[src/rtl/e203_icb_resp_stub.sv]
// ICB slave responder: queues up to DEPTH commands and answers them in order
// after LATENCY cycles. A small byte-writable scratch window backs in-window
// accesses; reads elsewhere return RD_PATTERN. Also counts completed responses.
module e203_icb_resp_stub #(
    parameter int              AW            = 32,
    parameter int              DW            = 32,
    parameter int              DEPTH         = 4,
    parameter int              LATENCY       = 1,
    parameter int              SCRATCH_WORDS = 4,
    parameter logic [AW-1:0]   BASE_ADDR     = '0,
    parameter logic [DW-1:0]   RD_PATTERN    = 32'hDEAD_BEEF,
    parameter bit              STRICT        = 1'b0
) (
    input  logic              clk,
    input  logic              rst,
    input  logic              icb_cmd_valid,
    output logic              icb_cmd_ready,
    input  logic [AW-1:0]     icb_cmd_addr,
    input  logic              icb_cmd_read,
    input  logic [DW-1:0]     icb_cmd_wdata,
    input  logic [DW/8-1:0]   icb_cmd_wmask,
    output logic              icb_rsp_valid,
    input  logic              icb_rsp_ready,
    output logic              icb_rsp_err,
    output logic [DW-1:0]     icb_rsp_rdata,
    input  logic              cfg_err_all,
    output logic [15:0]       stat_txn_cnt,
    output logic              busy
);

    localparam int         PW       = $clog2(DEPTH);
    localparam int         SW       = $clog2(SCRATCH_WORDS);
    localparam int         IW       = (SW > 0) ? SW : 1;
    localparam int         MW       = DW / 8;
    localparam logic [3:0] DLY_INIT = 4'(LATENCY - 1);

    // One queued response; dly counts down to the cycle it may be presented.
    typedef struct packed {
        logic          err;
        logic [DW-1:0] rdata;
        logic [3:0]    dly;
    } entry_t;

    entry_t        q [DEPTH];
    logic [PW-1:0] head;
    logic [PW-1:0] tail;
    logic [PW:0]   count;
    logic [DW-1:0] scratch [SCRATCH_WORDS];

    logic          push;
    logic          pop;
    logic          in_win;
    logic [IW-1:0] idx;
    entry_t        new_entry;

    // Command decode and response presentation, all from registered state.
    // NOTE: every signal gets a default at the top of always_comb so no path leaves it unassigned (no latch).
    always_comb begin
        in_win        = (icb_cmd_addr >> (SW + 2)) == (BASE_ADDR >> (SW + 2));
        idx           = IW'((icb_cmd_addr >> 2) & AW'(SCRATCH_WORDS - 1));
        new_entry.err = cfg_err_all | (STRICT & ~in_win);
        new_entry.dly = DLY_INIT;
        new_entry.rdata = '0;
        if (icb_cmd_read) begin
            new_entry.rdata = in_win ? scratch[idx] : RD_PATTERN;
        end

        busy          = (count != '0);
        icb_cmd_ready = (count < (PW + 1)'(DEPTH));
        icb_rsp_valid = busy & (q[head].dly == 4'd0);
        icb_rsp_err   = icb_rsp_valid & q[head].err;
        icb_rsp_rdata = icb_rsp_valid ? q[head].rdata : '0;

        push = icb_cmd_valid & icb_cmd_ready;
        pop  = icb_rsp_valid & icb_rsp_ready;
    end

    // Response queue: push at tail, pop at head, every entry's delay ticks down.
    // NOTE: sequential state uses non-blocking assignments so all flops update together at the edge.
    // NOTE: the queue storage is reset too, so a reset leaves no stale response data behind.
    always_ff @(posedge clk or posedge rst) begin
        if (rst) begin
            head  <= '0;
            tail  <= '0;
            count <= '0;
            for (int i = 0; i < DEPTH; i++) begin
                q[i] <= '0;
            end
        end else begin
            for (int i = 0; i < DEPTH; i++) begin
                if (q[i].dly != 4'd0) begin
                    q[i].dly <= q[i].dly - 4'd1;
                end
            end
            if (push) begin
                q[tail] <= new_entry;
                tail    <= tail + PW'(1);
            end
            if (pop) begin
                head <= head + PW'(1);
            end
            case ({push, pop})
                2'b10:   count <= count + (PW + 1)'(1);
                2'b01:   count <= count - (PW + 1)'(1);
                default: count <= count;
            endcase
        end
    end

    // Scratch window: byte-masked writes land at the accept edge.
    always_ff @(posedge clk or posedge rst) begin
        if (rst) begin
            for (int w = 0; w < SCRATCH_WORDS; w++) begin
                scratch[w] <= '0;
            end
        end else if (push && !icb_cmd_read && in_win) begin
            for (int b = 0; b < MW; b++) begin
                if (icb_cmd_wmask[b]) begin
                    scratch[idx][8*b +: 8] <= icb_cmd_wdata[8*b +: 8];
                end
            end
        end
    end

    // Completed-response counter, sticks at all-ones.
    always_ff @(posedge clk or posedge rst) begin
        if (rst) begin
            stat_txn_cnt <= '0;
        end else if (pop && (stat_txn_cnt != 16'hFFFF)) begin
            stat_txn_cnt <= stat_txn_cnt + 16'd1;
        end
    end

endmodule

[config.mk]
export PLATFORM = sky130hd
export DESIGN_NAME = e203_icb_resp_stub
export DESIGN_NICKNAME = d
export VERILOG_FILES = /design/src/rtl/e203_icb_resp_stub.sv
export SDC_FILE = /design/constraint.sdc
export NUM_CORES = 1
export LEC_CHECK = 0
export BUFFER_PORTS_ARGS = -buffer_cell sky130_fd_sc_hd__buf_2
export CORE_MARGIN = 3
export CORE_UTILIZATION = 55
export DETAILED_ROUTE_END_ITERATION = 10
export PLACE_DENSITY = 0.75
export SYNTH_ARGS = -nofsm -noshare
export SYNTH_HDL_FRONTEND = slang
export SYNTH_SLANG_ARGS = --single-unit
[constraint.sdc]
create_clock -name clk -period 11.1 [get_ports clk]
set_input_delay 0 -clock clk [delete_from_list [all_inputs] [get_ports clk]]
set_output_delay 0 -clock clk [all_outputs]
set_load 0.01 [all_outputs]
== Word level (Yosys, flattened, before mapping) ==
Cells that the tools add are included.
Word-level totals
  register bits: 299
  output and inout port bits: 52
  logic and storage cells: 96
Operators by class
  $add $sub $neg: 9
  $lt $le $gt $ge: 6
  equality and inequality tests: 3
  muxes and demuxes: 37
  bitwise gates (word level): 7
  reduce and logical (&&, ||, !) cells: 14
Operators with widths (number)
  $mux W128: 7
  $bwmux W128: 4
  $demux W32 S2: 4
  $mux W32: 6
  $bwmux W148: 1
  $mux W115: 1
  $mux W37: 3
  $bmux W37 S2: 1
  $demux W37 S2: 1
  $bmux W32 S2: 1
  $logic_not A32 Y1: 1
  $mux W24: 1
  $add A16 B1 Y16 const B: 1
  $mux W16: 1
  $mux W4: 4
  $ne A16 B16 Y1 const B: 1
  $reduce_bool A4 Y1: 4
  $sub A4 B1 Y4 const B: 4
  $ge A3 B3 Y1 const B: 3
  $not A2 Y3: 3
  $mux W8: 1
  $lt A3 B1 Y1 const B: 2
  $pmux W3 S2: 1
  $logic_and A1 B1 Y1: 5
  11 further kinds: 15

== Longest topological paths before layout ==
Gate-level depths: netlist (run 1).
  depth in word-level cells: 16
  depth in mapped cells: 13
  depth with buffers taken out: 11

== Worst setup path before layout (run 1) ==
Ideal clock, no wire load.
  path type: reg2reg
  start point: reg head[0]
  end point: reg count[2]
  arrival: 2530 ps
  slack: 8491 ps
  cell stages (with the launch flop): 14
  cell sequence: dfrtp_1 > buf_2 > nor4b_1 > a22o_1 > o21ai_0 > inv_1 > buf_2 > and2_1 > ha_1 > inv_1 > fa_1 > xor2_1 > nor2_1 > xnor2_1
Between the ends
  longest elaborated chain between the ends: 9
  elaborated cells on any way between the ends: 11
  those cells by class: eq/ne: 2; mux: 4; bitwise: 3; reduce/logical: 2
RTL lines
  start: declaration: RTL line 45  | logic [PW-1:0] head;
  start signal: assignment: RTL line 100  | head <= head + PW'(1);
  $not A2 Y3 (not written as such) (*): RTL line 70  | icb_rsp_valid = busy & (q[head].dly == 4'd0);
  $bmux W37 S2 (*): RTL line 70
  $mux W37 (*) (2 in a row)
  $logic_not A4 Y1 (*): RTL line 70
  $and A1 B1 Y1 (*): RTL line 70
  $and A1 B1 Y1 (*): RTL line 75  | pop = icb_rsp_valid & icb_rsp_ready;
  net pop: RTL line 51  | logic pop;
  $eq A2 B1 Y1 / $eq A2 B2 Y1 (equally long branches): RTL line 102  | case ({push, pop})
  $pmux W3 S2 / $reduce_bool A2 Y1 (equally long branches)
  end signal: assignment: RTL line 103  | 2'b10: count <= count + (PW + 1)'(1);
  end signal: assignment: RTL line 104  | 2'b01: count <= count - (PW + 1)'(1);
  end signal: assignment: RTL line 105  | default: count <= count;
  end: declaration: RTL line 47  | logic [PW:0] count;
The timed path passes the listed nets; every way through them passes the cells marked *. The select of a mux whose other input is x is not followed.
A chain may end at the register's enable or synchronous reset.

== Final worst setup path (run 1) ==
Ends and elaborated chain as after synthesis.

==> results.txt, run 1 <==
Outcome: completed
DR DRC count: 0
Critical-path top delay cell: buf_4
Shortest period the worst path allows: 3638 ps
Slew Limit Fails: 0
Worst hold endpoint: tail[0]
Worst-Skew Late Latency: 550 ps
Initial DRC count: 590
Hold Path Origin: icb_cmd_valid
EDFF count, synth: 0
Largest cells by area after synthesis: dfrtp_1 (55%), mux2_2 (11%), mux4_2 (11%)
Final-report setup violation count: 0
Cells on worst reg2reg path: 13
Slew HR: 23.29%
Final Wtd Congestion: 0.7772
Peak supply drop: 132.8 µV
Fmax: 274.8 MHz
Cell family with most CP delay: buffers and inverters
CP Cell Sequence: buf_4, nor4b_1, a22o_1, o21ai_0, inv_1, buf_4, and2_1, ha_1, inv_1, fa_1, xor2_1, nor2_1, xnor2_1
Mapped Area: 13610 µm²
H-tree levels: 1
Arr. time, crit path: 4110 ps
Routed vias: 8862
Largest stage delay, worst path: 570 ps
Period Utilization, post-route: 32.78%
Fin Setup TNS: 0 ps
Area Growth Syn to Fin: 16.57%
Routed WL: 28950 µm
Clock Path Buffers: 3
Core area: 23890 µm²
Hpwl dp: 18230 µm
FP Rows: 56
Ys flop type: dfrtp_1
Yosys cell types: 37
Metal1 wirelength: 12980 µm
Post-synth top area share: 54.99%
Wire length on met2: 14020 µm
Sequential area share after synthesis: 54.99%
Clock skew: 9.006 ps
Worst hold margin: 7.459 ps
Clk sinks: 299
Die area: 26660 µm²
Post-layout instance area: 15860 µm²
CP Launch Type: flip-flop
CP endpoint kind: flip-flop
# Post-CTS Setup Buffers: 0
Final core occ: 66.38%
R2r setup slk: 7460 ps
DRT Pass-1 Iters: 4
CTS root buf: clkbuf_16
Fillers: 1771
Vias per cell: 5.670
Cell taking the most area after synthesis: dfrtp_1
Ys Warns: 0
Die Span Y: 163.3 µm
Tot GR Track Use: 22.52%
Avg WL per Cell: 18.52 µm
Cells after Synth: 1087
CTS clock-pin slew for the worst setup and hold paths: 60 ps
RSZ-0062 raised after global routing: false
Initial antenna violation count: 0
Synth Register Bits: 299
Asr flop ratio synth: 100.0%
Share of post-route cells with drive strength above 1: 32.50%
Post-Syn Area per Cell: 12.52 µm²
Hold Crit Depth: 4
CTS tree: done
LEAKAGE: 7.662 nW
DRT antenna net count: 0
Total congestion overflow: 0
Die Wd: 163.3 µm
Num CTS Buffers: 30
Layout Cells excl Fill: 1563
I/O pins: 126
Actual slew at the worst max-slew pin: 1147 ps
Nets: 1306
Total of max-cap violations: 0
Vias in the first global route: 9129
First-pass GRT wire length: 48130 µm
Buffers plus inverters on the worst setup path: 4
Reg-to-reg critical path startpoint: head[0]
Largest net degree at the start of global routing: 146
Met3 wire len: 1557 µm
CP required: 11580 ps
Final hold vios: 0
WS Path Type: flip-flop to flip-flop
Worst-path fanout max: 49
Placed cell count: 1473
Syn nets: 1172
Starting Density: 56.94%
Number of I/O port buffers: 123
Crit Reg-Reg Endpoint: count[2]
P per Cell Area: 209.7 nW/µm²
Post-DP Area: 14440 µm²
Top Layer Used: met4
Min-Delay Path Class: input port to flip-flop
==> what timing repair did <==
item | in CTS | in global routing
resized for setup | 0 | 0
hold endpoints to repair | 286 | 0
hold buffers | 35 | 0
==> how the worst max path moves through the flow <==
stage	from	depth (start not counted)	endpoint
after global routing	head[0]	13	count[2]
after floorplan	rst	1	count[0]
final	head[0]	13	count[2]
after detailed placement	head[0]	13	count[2]
after CTS	head[0]	13	count[2]
after global placement	head[0]	13	count[2]
==> metrics by stage <==
step	setup slack (ps)	total power [W]
final	7462	0.003326
after floorplan	2839	0.002035
after global routing	7142	0.003520
after CTS	7402	0.003356
after global placement	7545	0.002222
after detailed placement	7435	0.002260
==> synthesized netlist by cell type (4+ instances only) <==
library cell	number
a21oi_1	5
nand2b_1	5
o21ai_0	147
a211oi_1	5
dfrtp_1	299
and3_1	7
ha_1	10
o21ai_1	7
xor2_1	5
and2_1	41
nor4_1	10
nand2_1	157
nor3_4	16
nor2_1	23
mux4_2	65
xnor2_1	18
or3_1	5
nand4_1	9
nand3_1	18
buf_1	4
nor3_1	5
inv_1	17
mux2_2	134
buf_2	8
clkbuf_1	51
==> layout make-up <==
class,instances,area [µm²],area share [%]
timing repair buffer,167,1033,6.516
multi-input combinational,706,5801,36.57
tap,319,399.1,2.517
sequential,299,7483,47.18
clock buffer,41,862.1,5.435
antenna,1,2.502,0.01578
clock inverter,13,207.7,1.310
inverter,17,71.32,0.4497
==> routing by layer <==
| layer | vias to the layer above | track usage (%) |
|---|---|---|
| met1 | 4460 | 33.26 |
| met4 | 0 | 4.691 |
| met2 | 218 | 36.32 |
| li1 | 4150 | - |
| met3 | 34 | 3.246 |
| met5 | - | 0 |
==> power by group <==
group          switching, W  internal (W)  total, W
clock network      0.000418      0.000658   0.00108
logic              0.000450      0.000366  0.000816
registers          0.000130       0.00130   0.00143
==> worst register-to-register path, cell delays in order, from the launching register on <==
cell,delay [ps]
dfrtp_2,480
buf_4,570
nor4b_1,320
a22o_1,200
o21ai_0,220
inv_1,120
buf_4,360
and2_1,270
ha_1,210
inv_1,60
fa_1,370
xor2_1,150
nor2_1,120
xnor2_1,130
==> placed cells by master (no fill, tap or decap), types with 9 or more instances in the layout <==
cell type | netlist | final
nand3_1 | 18 | 18
ha_1 | 10 | 10
clkbuf_16 | 0 | 30
buf_2 | 8 | 123
dfrtp_1 | 299 | 298
nand4_1 | 9 | 9
inv_1 | 17 | 16
nand2_1 | 157 | 153
and2_1 | 41 | 41
nor2_1 | 23 | 23
dlygate4sd3_1 | 0 | 35
mux4_2 | 65 | 65
xnor2_1 | 18 | 18
buf_4 | 0 | 9
o21ai_0 | 147 | 147
mux2_2 | 134 | 134
nor4_1 | 10 | 10
nor3_4 | 16 | 16
==> flip-flops by register name (all words and copies together), names as in the netlist <==
| register | flops |
|---|---|
| count | 3 |
| head | 2 |
| q | 148 |
| scratch | 128 |
| stat_txn_cnt | 16 |
| tail | 2 |
==> kinds of logic after synthesis <==
group | count (synthesis) | share of synthesized area, %
fa+ha+maj | 11 | 1.067
mux | 200 | 21.92
simple gates | 304 | 11.73
xor+xnor | 23 | 1.481
compound gates | 168 | 6.364
flops | 299 | 54.99
buf+inv | 82 | 2.446
Power figures use the tool's default switching activity.
==> run 2: changes to the inputs <==
Clock period 11.1 ns to 3.7 ns, I/O delays scaled along.
==> run 2 against run 1 <==
Compared with the run above: clock power rose to 2.7 times the previous value; sequential power grew to 3.0 times the previous value; wire length is 1.3% higher; via count increased by 0.84%; power grew to 2.9 times the previous value; combinational power grew to 3.0 times the previous value; sequential cell count is the same.
==> results.txt, run 2 (synthesis results as in run 1) <==
Layout Cells excl Fill: 1564 (was 1563)
# Post-CTS Setup Buffers: 0 (unchanged)
Placement Setup Slack: 973.1 ps (was 7435 ps)
Clk sinks: 299 (unchanged)
DRT Pass-1 Iters: 5 (was 4)
Slew Limit Fails: 0 (unchanged)
Final Wtd Congestion: 0.7726 (was 0.7772)
Period Utilization, post-route: 76.62% (was 32.78%)
Peak supply drop: 335.1 µV (was 132.8 µV)
Fmax: 352.7 MHz (was 274.8 MHz)
CTS clock-pin slew for the worst setup and hold paths: 60 ps (about the same)
Stages on worst setup path: 11 (was 13)
DR DRC count: 0 (unchanged)
Outcome: completed (unchanged)
H-tree levels: 1 (unchanged)
Routed WL: 29310 µm (was 28950 µm)
Cells on worst reg2reg path: 11 (was 13)
DRT antenna net count: 0 (unchanged)
CTS root buf: clkbuf_16 (unchanged)
Final worst setup slack: 865.1 ps (was 7462 ps)
Worst-Skew Late Latency: 540 ps (was 550 ps)
Nets: 1311 (was 1306)
Number of diodes: 0 (was 1)
Hpwl dp: 19300 µm (was 18230 µm)
Share of post-route cells with drive strength above 1: 32.53% (was 32.50%)
Reg-to-reg critical path startpoint: head[1] (was head[0])
Area Growth Syn to Fin: 16.22% (was 16.57%)
Crit Reg-Reg Endpoint: count[2] (unchanged)
Final-report setup violation count: 0 (unchanged)
P per Cell Area: 613.2 nW/µm² (was 209.7 nW/µm²)
Shortest period the worst path allows: 2835 ps (was 3638 ps)
Initial antenna violation count: 0 (unchanged)
Starting Density: 56.94% (unchanged)
Cell family with most CP delay: simple AND/OR/NAND/NOR gates (was buffers and inverters)
Final hold vios: 0 (unchanged)
R2r setup slk: 870 ps (was 7460 ps)
Actual slew at the worst max-slew pin: 889.1 ps (was 1147 ps)
Total of max-cap violations: 0 (unchanged)
Die Span Y: 163.3 µm (unchanged)
Total congestion overflow: 0 (unchanged)
Routed vias: 8936 (was 8862)
Largest stage delay, worst path: 500 ps (was 570 ps)
Slew HR: 40.51% (was 23.29%)
Commonest non-fill, non-tap cell in the layout: dfrtp_1 (unchanged)
Flip-flop count of the largest register after layout: 148 (unchanged)
Initial DRC count: 575 (was 590)
Vias in the first global route: 9395 (was 9129)
Fillers: 1749 (was 1771)
Worst-path fanout max: 9 (was 49)
Die Wd: 163.3 µm (unchanged)
Largest net degree at the start of global routing: 142 (was 146)
Placed cell count: 1478 (was 1473)
CP Launch Type: flip-flop (unchanged)
Critical Path Sink: count[2] (unchanged)
Avg WL per Cell: 18.74 µm (was 18.52 µm)
WS Path Type: flip-flop to flip-flop (unchanged)
Cts hold-fix bufs: 35 (unchanged)
Die area: 26660 µm² (unchanged)
Buffers plus inverters on the worst setup path: 2 (was 4)
CP endpoint kind: flip-flop (unchanged)
CP Cell Sequence: nor4b_1, a22o_1, o21ai_0, inv_1, and2_1, ha_1, inv_1, fa_1, xor2_1, nor2_1, xnor2_1 (was buf_4, nor4b_1, a22o_1, o21ai_0, inv_1, buf_4, and2_1, ha_1, inv_1, fa_1, xor2_1, nor2_1, xnor2_1)
Final Power: 0.009696 W (was 0.003326 W)
Min-Delay Path Class: input port to asynchronous set/reset pin (was input port to flip-flop)
I/O pins: 126 (unchanged)
Commonest non-fill, non-tap cells in the layout: dfrtp_1 (298), nand2_1 (153), o21ai_0 (147), mux2_2 (134), buf_2 (123) (unchanged)
Num CTS Buffers: 30 (unchanged)
Most frequent CP cell: inv_1
Clock Path Buffers: 3 (unchanged)
RSZ-0062 raised after global routing: false (unchanged)
Vias per cell: 5.714 (was 5.670)
Arr. time, crit path: 3290 ps (was 4110 ps)
First-pass GRT wire length: 48910 µm (was 48130 µm)
Number of I/O port buffers: 123 (unchanged)
Clock skew: 11.32 ps (was 9.006 ps)
Top flop regs: q (148), scratch (128), stat_txn_cnt (16) (unchanged)
Post-cts resize count: 0 (unchanged)
Tot GR Track Use: 22.80% (was 22.52%)
CTS tree: done (unchanged)
Final core occ: 66.18% (was 66.38%)
Largest Register: q (unchanged)
CP required: 4160 ps (was 11580 ps)
Crit path launch: head[1] (was head[0])
FP Rows: 56 (unchanged)
Core area: 23890 µm² (unchanged)
Critical-path top delay cell: dfrtp_1 (was buf_4)
LEAKAGE: 7.643 nW (was 7.662 nW)
## run 2: layer usage
layer	routed length [µm]	vias to the layer above	global-route usage (%)
li1	-	4151	-
met1	13290	4545	33.58
met2	14230	209	37.27
met3	1347	31	2.815
met4	442	0	4.614
met5	0	-	0
## run 2: layout make-up
cell class | count | area, µm² | share of cell area, %
well taps | 319 | 399.1 | 2.524
repair buffers | 172 | 1096 | 6.931
flip-flops and latches | 299 | 7483 | 47.33
inverters | 17 | 67.56 | 0.4273
clock inverters | 4 | 20.02 | 0.1266
clock buffers | 47 | 945.9 | 5.982
multi-input cells | 706 | 5801 | 36.68
## run 2: how the worst min path moves through the flow
stage / start / end / cells past startpoint
floorplan: cfg_err_all / q[110] / 2
global placement: rst / count[0] / 2
detailed placement: rst / count[0] / 2
CTS: rst / count[0] / 3
global route: rst / count[0] / 3
finish: rst / count[0] / 3
## run 2: worst min-delay path, cell delays in order
cell	delay, ps
dlygate4sd3_1	530
buf_2	130
clkinvlp_4	310
## run 2: stage by stage
stage               TNS (ps)  hold WS (ps)  instance area (µm²)
detailed placement         0         39.21                14500
floorplan             -81650         105.4                13610
global route               0         56.82                15810
global placement           0         35.46                14500
finish                     0         23.66                15810
CTS                        0         14.93                15810
## run 2: where the power goes
| group | internal, W | switching (W) | leakage [nW] | total (W) |
|---|---|---|---|---|
| logic | 0.00111 | 0.00133 | 3.17 | 0.00244 |
| clock network | 0.00173 | 0.00120 | 0.483 | 0.00293 |
| registers | 0.00391 | 0.000406 | 3.99 | 0.00432 |
==> run 3: changes to the inputs <==
Settings changed: ABC_AREA from default to 1, PLACE_DENSITY 0.75 to 0.74.
Clock period 3.7 ns to 2.7 ns, I/O delays scaled along.
==> run 3 against run 2 <==
Compared with the run above: critical path type is now flip-flop to output port; register-to-register slack worse by 420 ps; largest cell class unchanged; global-route usage is 3.8 points higher; sequential cell count unchanged; cell area is 7.9% higher; worst hold slack got worse by 17 ps; wire length is 29% higher; power up 53%; core utilization is 0.87 points lower; first-iteration DRC count grew 110%.
==> results.txt, run 3 <==
RSZ-0062 raised after global routing: false (unchanged)
CP endpoint kind: output port (was flip-flop)
Cells after Synth: 1888 (was 1087)
DR DRC count: 0 (unchanged)
Clk sinks: 299 (unchanged)
Fmax: 431.5 MHz
Post-DP Area: 15520 µm² (was 14500 µm²)
Period Utilization, post-route: 85.84%
H-tree levels: 2 (was 1)
CTS tree: done (unchanged)
LEAKAGE: 8.776 nW (was 7.643 nW)
Share of post-route cells with drive strength above 1: 11.81% (was 32.53%)
Tot GR Track Use: 26.62% (was 22.80%)
Routed WL: 37680 µm (was 29310 µm)
Yosys cell types: 31 (was 37)
Asr flop ratio synth: 100.0% (unchanged)
Nets: 2104 (was 1311)
Die Span Y: 169.1 µm (was 163.3 µm)
P per Cell Area: 870.0 nW/µm² (was 613.2 nW/µm²)
Clock skew: 18.23 ps (was 11.32 ps)
Hpwl dp: 23140 µm (was 19300 µm)
Outcome: completed (unchanged)
WS Path Type: flip-flop to output port (was flip-flop to flip-flop)
Starting Density: 56.01% (was 56.94%)
Die Wd: 169.1 µm (was 163.3 µm)
Shortest period the worst path allows: 2318 ps
Count leader, synth: nand2_1 (was dfrtp_1)
Buffers plus inverters on the worst setup path: 2 (unchanged)
Ys flop type: dfrtp_1 (unchanged)
Actual slew at the worst max-slew pin: 674.6 ps (was 889.1 ps)
Post-Syn Area per Cell: 7.752 µm² (was 12.52 µm²)
Sequential area share after synthesis: 51.12% (was 54.99%)
Net Sw Frac: 34.46% (was 30.34%)
Most frequent CP cell: nor2_1 (was inv_1)
Clock Path Buffers: 3 (unchanged)
CP required: 2700 ps (was 4160 ps)
Vias in the first global route: 12500 (was 9395)
Placement Setup Slack: 505.0 ps (was 973.1 ps)
Min-Delay Path Class: input port to flip-flop (was input port to asynchronous set/reset pin)
Area Growth Syn to Fin: 16.61% (was 16.22%)
Initial DRC count: 1234 (was 575)
Worst-path fanout max: 48 (was 9)
Cell family with most CP delay: buffers and inverters (was simple AND/OR/NAND/NOR gates)
Avg WL per Cell: 15.86 µm (was 18.74 µm)
CTS clock-pin slew for the worst setup and hold paths: 60 ps (about the same)
Slew HR: 54.92% (was 40.51%)
I/O pins: 126 (unchanged)
Cells on worst reg2reg path: 9 (was 11)
Hold Crit Depth: 4
DRT Pass-1 Iters: 5 (unchanged)
Die area: 28610 µm² (was 26660 µm²)
Largest Register: q (unchanged)
Post-layout instance area: 17070 µm² (was 15810 µm²)
Post-synth top area share: 51.12% (was 54.99%)
Reg-to-reg critical path startpoint: count[2] (was head[1])
Clock power share: 31.0% (was 30.3%)
Arr. time, crit path: 2320 ps (was 3290 ps)
Syn nets: 1973 (was 1172)
Post-cts resize count: 0 (unchanged)
Initial antenna violation count: 1 (was 0)
Vias per cell: 5.530 (was 5.714)
Fin Setup TNS: 0 ps (unchanged)
Number of I/O port buffers: 123 (unchanged)
Sequential power share: 39.9% (was 44.5%)
Post-synth top cells: nand2_1 (675), dfrtp_1 (299), o21ai_0 (213) (was dfrtp_1 (299), nand2_1 (157), o21ai_0 (147))
Routed vias: 13139 (was 8936)
Slew Limit Fails: 0 (unchanged)
Switch Pwr: 0.005117 W (was 0.002942 W)
Pint: 0.009731 W (was 0.006754 W)
First-pass GRT wire length: 63020 µm (was 48910 µm)
Hold Path Origin: icb_cmd_addr[2]
Top flop regs: q (148), scratch (128), stat_txn_cnt (16) (unchanged)
Peak supply drop: 649.7 µV (was 335.1 µV)
Final worst setup slack: 382.5 ps (was 865.1 ps)
Cell taking the most area after synthesis: dfrtp_1 (unchanged)
Worst hold endpoint: scratch[118]
Commonest non-fill, non-tap cells in the layout: nand2_1 (672), dfrtp_1 (298), o21ai_0 (213), nand3_1 (195), nor2_1 (174) (was dfrtp_1 (298), nand2_1 (153), o21ai_0 (147), mux2_2 (134), buf_2 (123))
Final Wtd Congestion: 0.8237 (was 0.7726)
Number of diodes: 0 (unchanged)
Commonest non-fill, non-tap cell in the layout: nand2_1 (was dfrtp_1)
Largest cells by area after synthesis: dfrtp_1 (51%), nand2_1 (17%), o21ai_0 (7.3%) (was dfrtp_1 (55%), mux2_2 (11%), mux4_2 (11%))
Final-report setup violation count: 0 (unchanged)
CTS root buf: clkbuf_16 (unchanged)
Ys Warns: 0 (unchanged)
Crit Reg-Reg Endpoint: scratch[107] (was count[2])
Synth Register Bits: 299 (unchanged)
Placed cell count: 2275 (was 1478)
Logic pwr share: 29.1% (was 25.2%)
Total congestion overflow: 0 (unchanged)
Core area: 26130 µm² (was 23890 µm²)
Num CTS Buffers: 34 (was 30)
CP Cell Sequence: buf_4, nor2_1, nor2_1, o21ai_0, a21oi_1, buf_2 (was nor4b_1, a22o_1, o21ai_0, inv_1, and2_1, ha_1, inv_1, fa_1, xor2_1, nor2_1, xnor2_1)
Worst-Skew Late Latency: 510 ps (was 540 ps)
# Post-CTS Setup Buffers: 0 (unchanged)
Layout Cells excl Fill: 2376 (was 1564)
CP Launch Type: flip-flop (unchanged)
DRT antenna net count: 0 (unchanged)
Critical-path top delay cell: buf_4 (was dfrtp_1)
R2r setup slk: 450 ps (was 870 ps)
Mapped Area: 14640 µm² (was 13610 µm²)
Largest stage delay, worst path: 500 ps (about the same)
EDFF count, synth: 0 (unchanged)
Worst hold margin: 6.236 ps (was 23.66 ps)
Largest net degree at the start of global routing: 111 (was 142)
Flip-flop count of the largest register after layout: 148 (unchanged)
FP Rows: 59 (was 56)
Total of max-cap violations: 0 (unchanged)
Final hold vios: 0 (unchanged)
[run 3: repair_timing]
action	in CTS	in global routing
hold buffers	43	0
endpoints found under the hold margin	154	0
setup endpoints to repair	0	0
[run 3: stage by stage]
stage	utilization (%)	total power (W)
2_1_floorplan	-	0.008884
3_3_place_gp	59.40	0.01005
3_5_place_dp	59.40	0.01021
4_1_cts	65.31	0.01490
5_1_grt	65.31	0.01579
6_report	65.31	0.01485
[run 3: tightest hold or removal path: cells and delay by family]
family	cells	cell delay [ps]
simple gates	3	300
buf+inv	1	170
[run 3: cell type report]
class | count | area (µm²)
clock buffers | 53 | 1036
clock inverters | 5 | 78.83
fillers | 2243 | 9065
inverters | 73 | 277.8
multi-input cells | 1406 | 6359
flip-flops and latches | 299 | 7483
well taps | 335 | 419.2
repair buffers | 205 | 1414
[run 3: cell families after synthesis]
family	Yosys count	share of synthesized area [%]
buf+inv	183	5.591
simple gates	1098	31.31
xor+xnor	21	1.257
fa+ha+maj	11	0.9916
flops	299	51.12
compound gates	276	9.728
[run 3: how the worst max path moves through the flow]
| stage | from | endpoint | slack (ps) | cells past startpoint |
|---|---|---|---|---|
| floorplan | rst | count[0] | -1270 | 1 |
| global placement | q[2] | count[2] | 560 | 11 |
| detailed placement | q[113] | count[2] | 500 | 11 |
| CTS | head[0] | icb_rsp_rdata[8] | 380 | 6 |
| global route | head[0] | icb_rsp_rdata[8] | 250 | 6 |
| finish | head[0] | icb_rsp_rdata[8] | 380 | 6 |
[run 3: routing by layer]
metal,up-vias,global-route usage (%),routed length [µm]
met5,-,0,13
met4,2,7.646,727
met3,59,3.564,2440
met2,486,42.88,17540
met1,6223,38.31,16950
li1,6369,-,-
[run 3: power groups by stage]
stage               sequential (W)  clock [W]  combinational (W)
floorplan                  0.00586          0            0.00302
global placement           0.00593          0            0.00412
detailed placement         0.00598          0            0.00423
CTS                        0.00591    0.00466            0.00433
global route               0.00604    0.00484            0.00492
finish                     0.00593    0.00460            0.00432
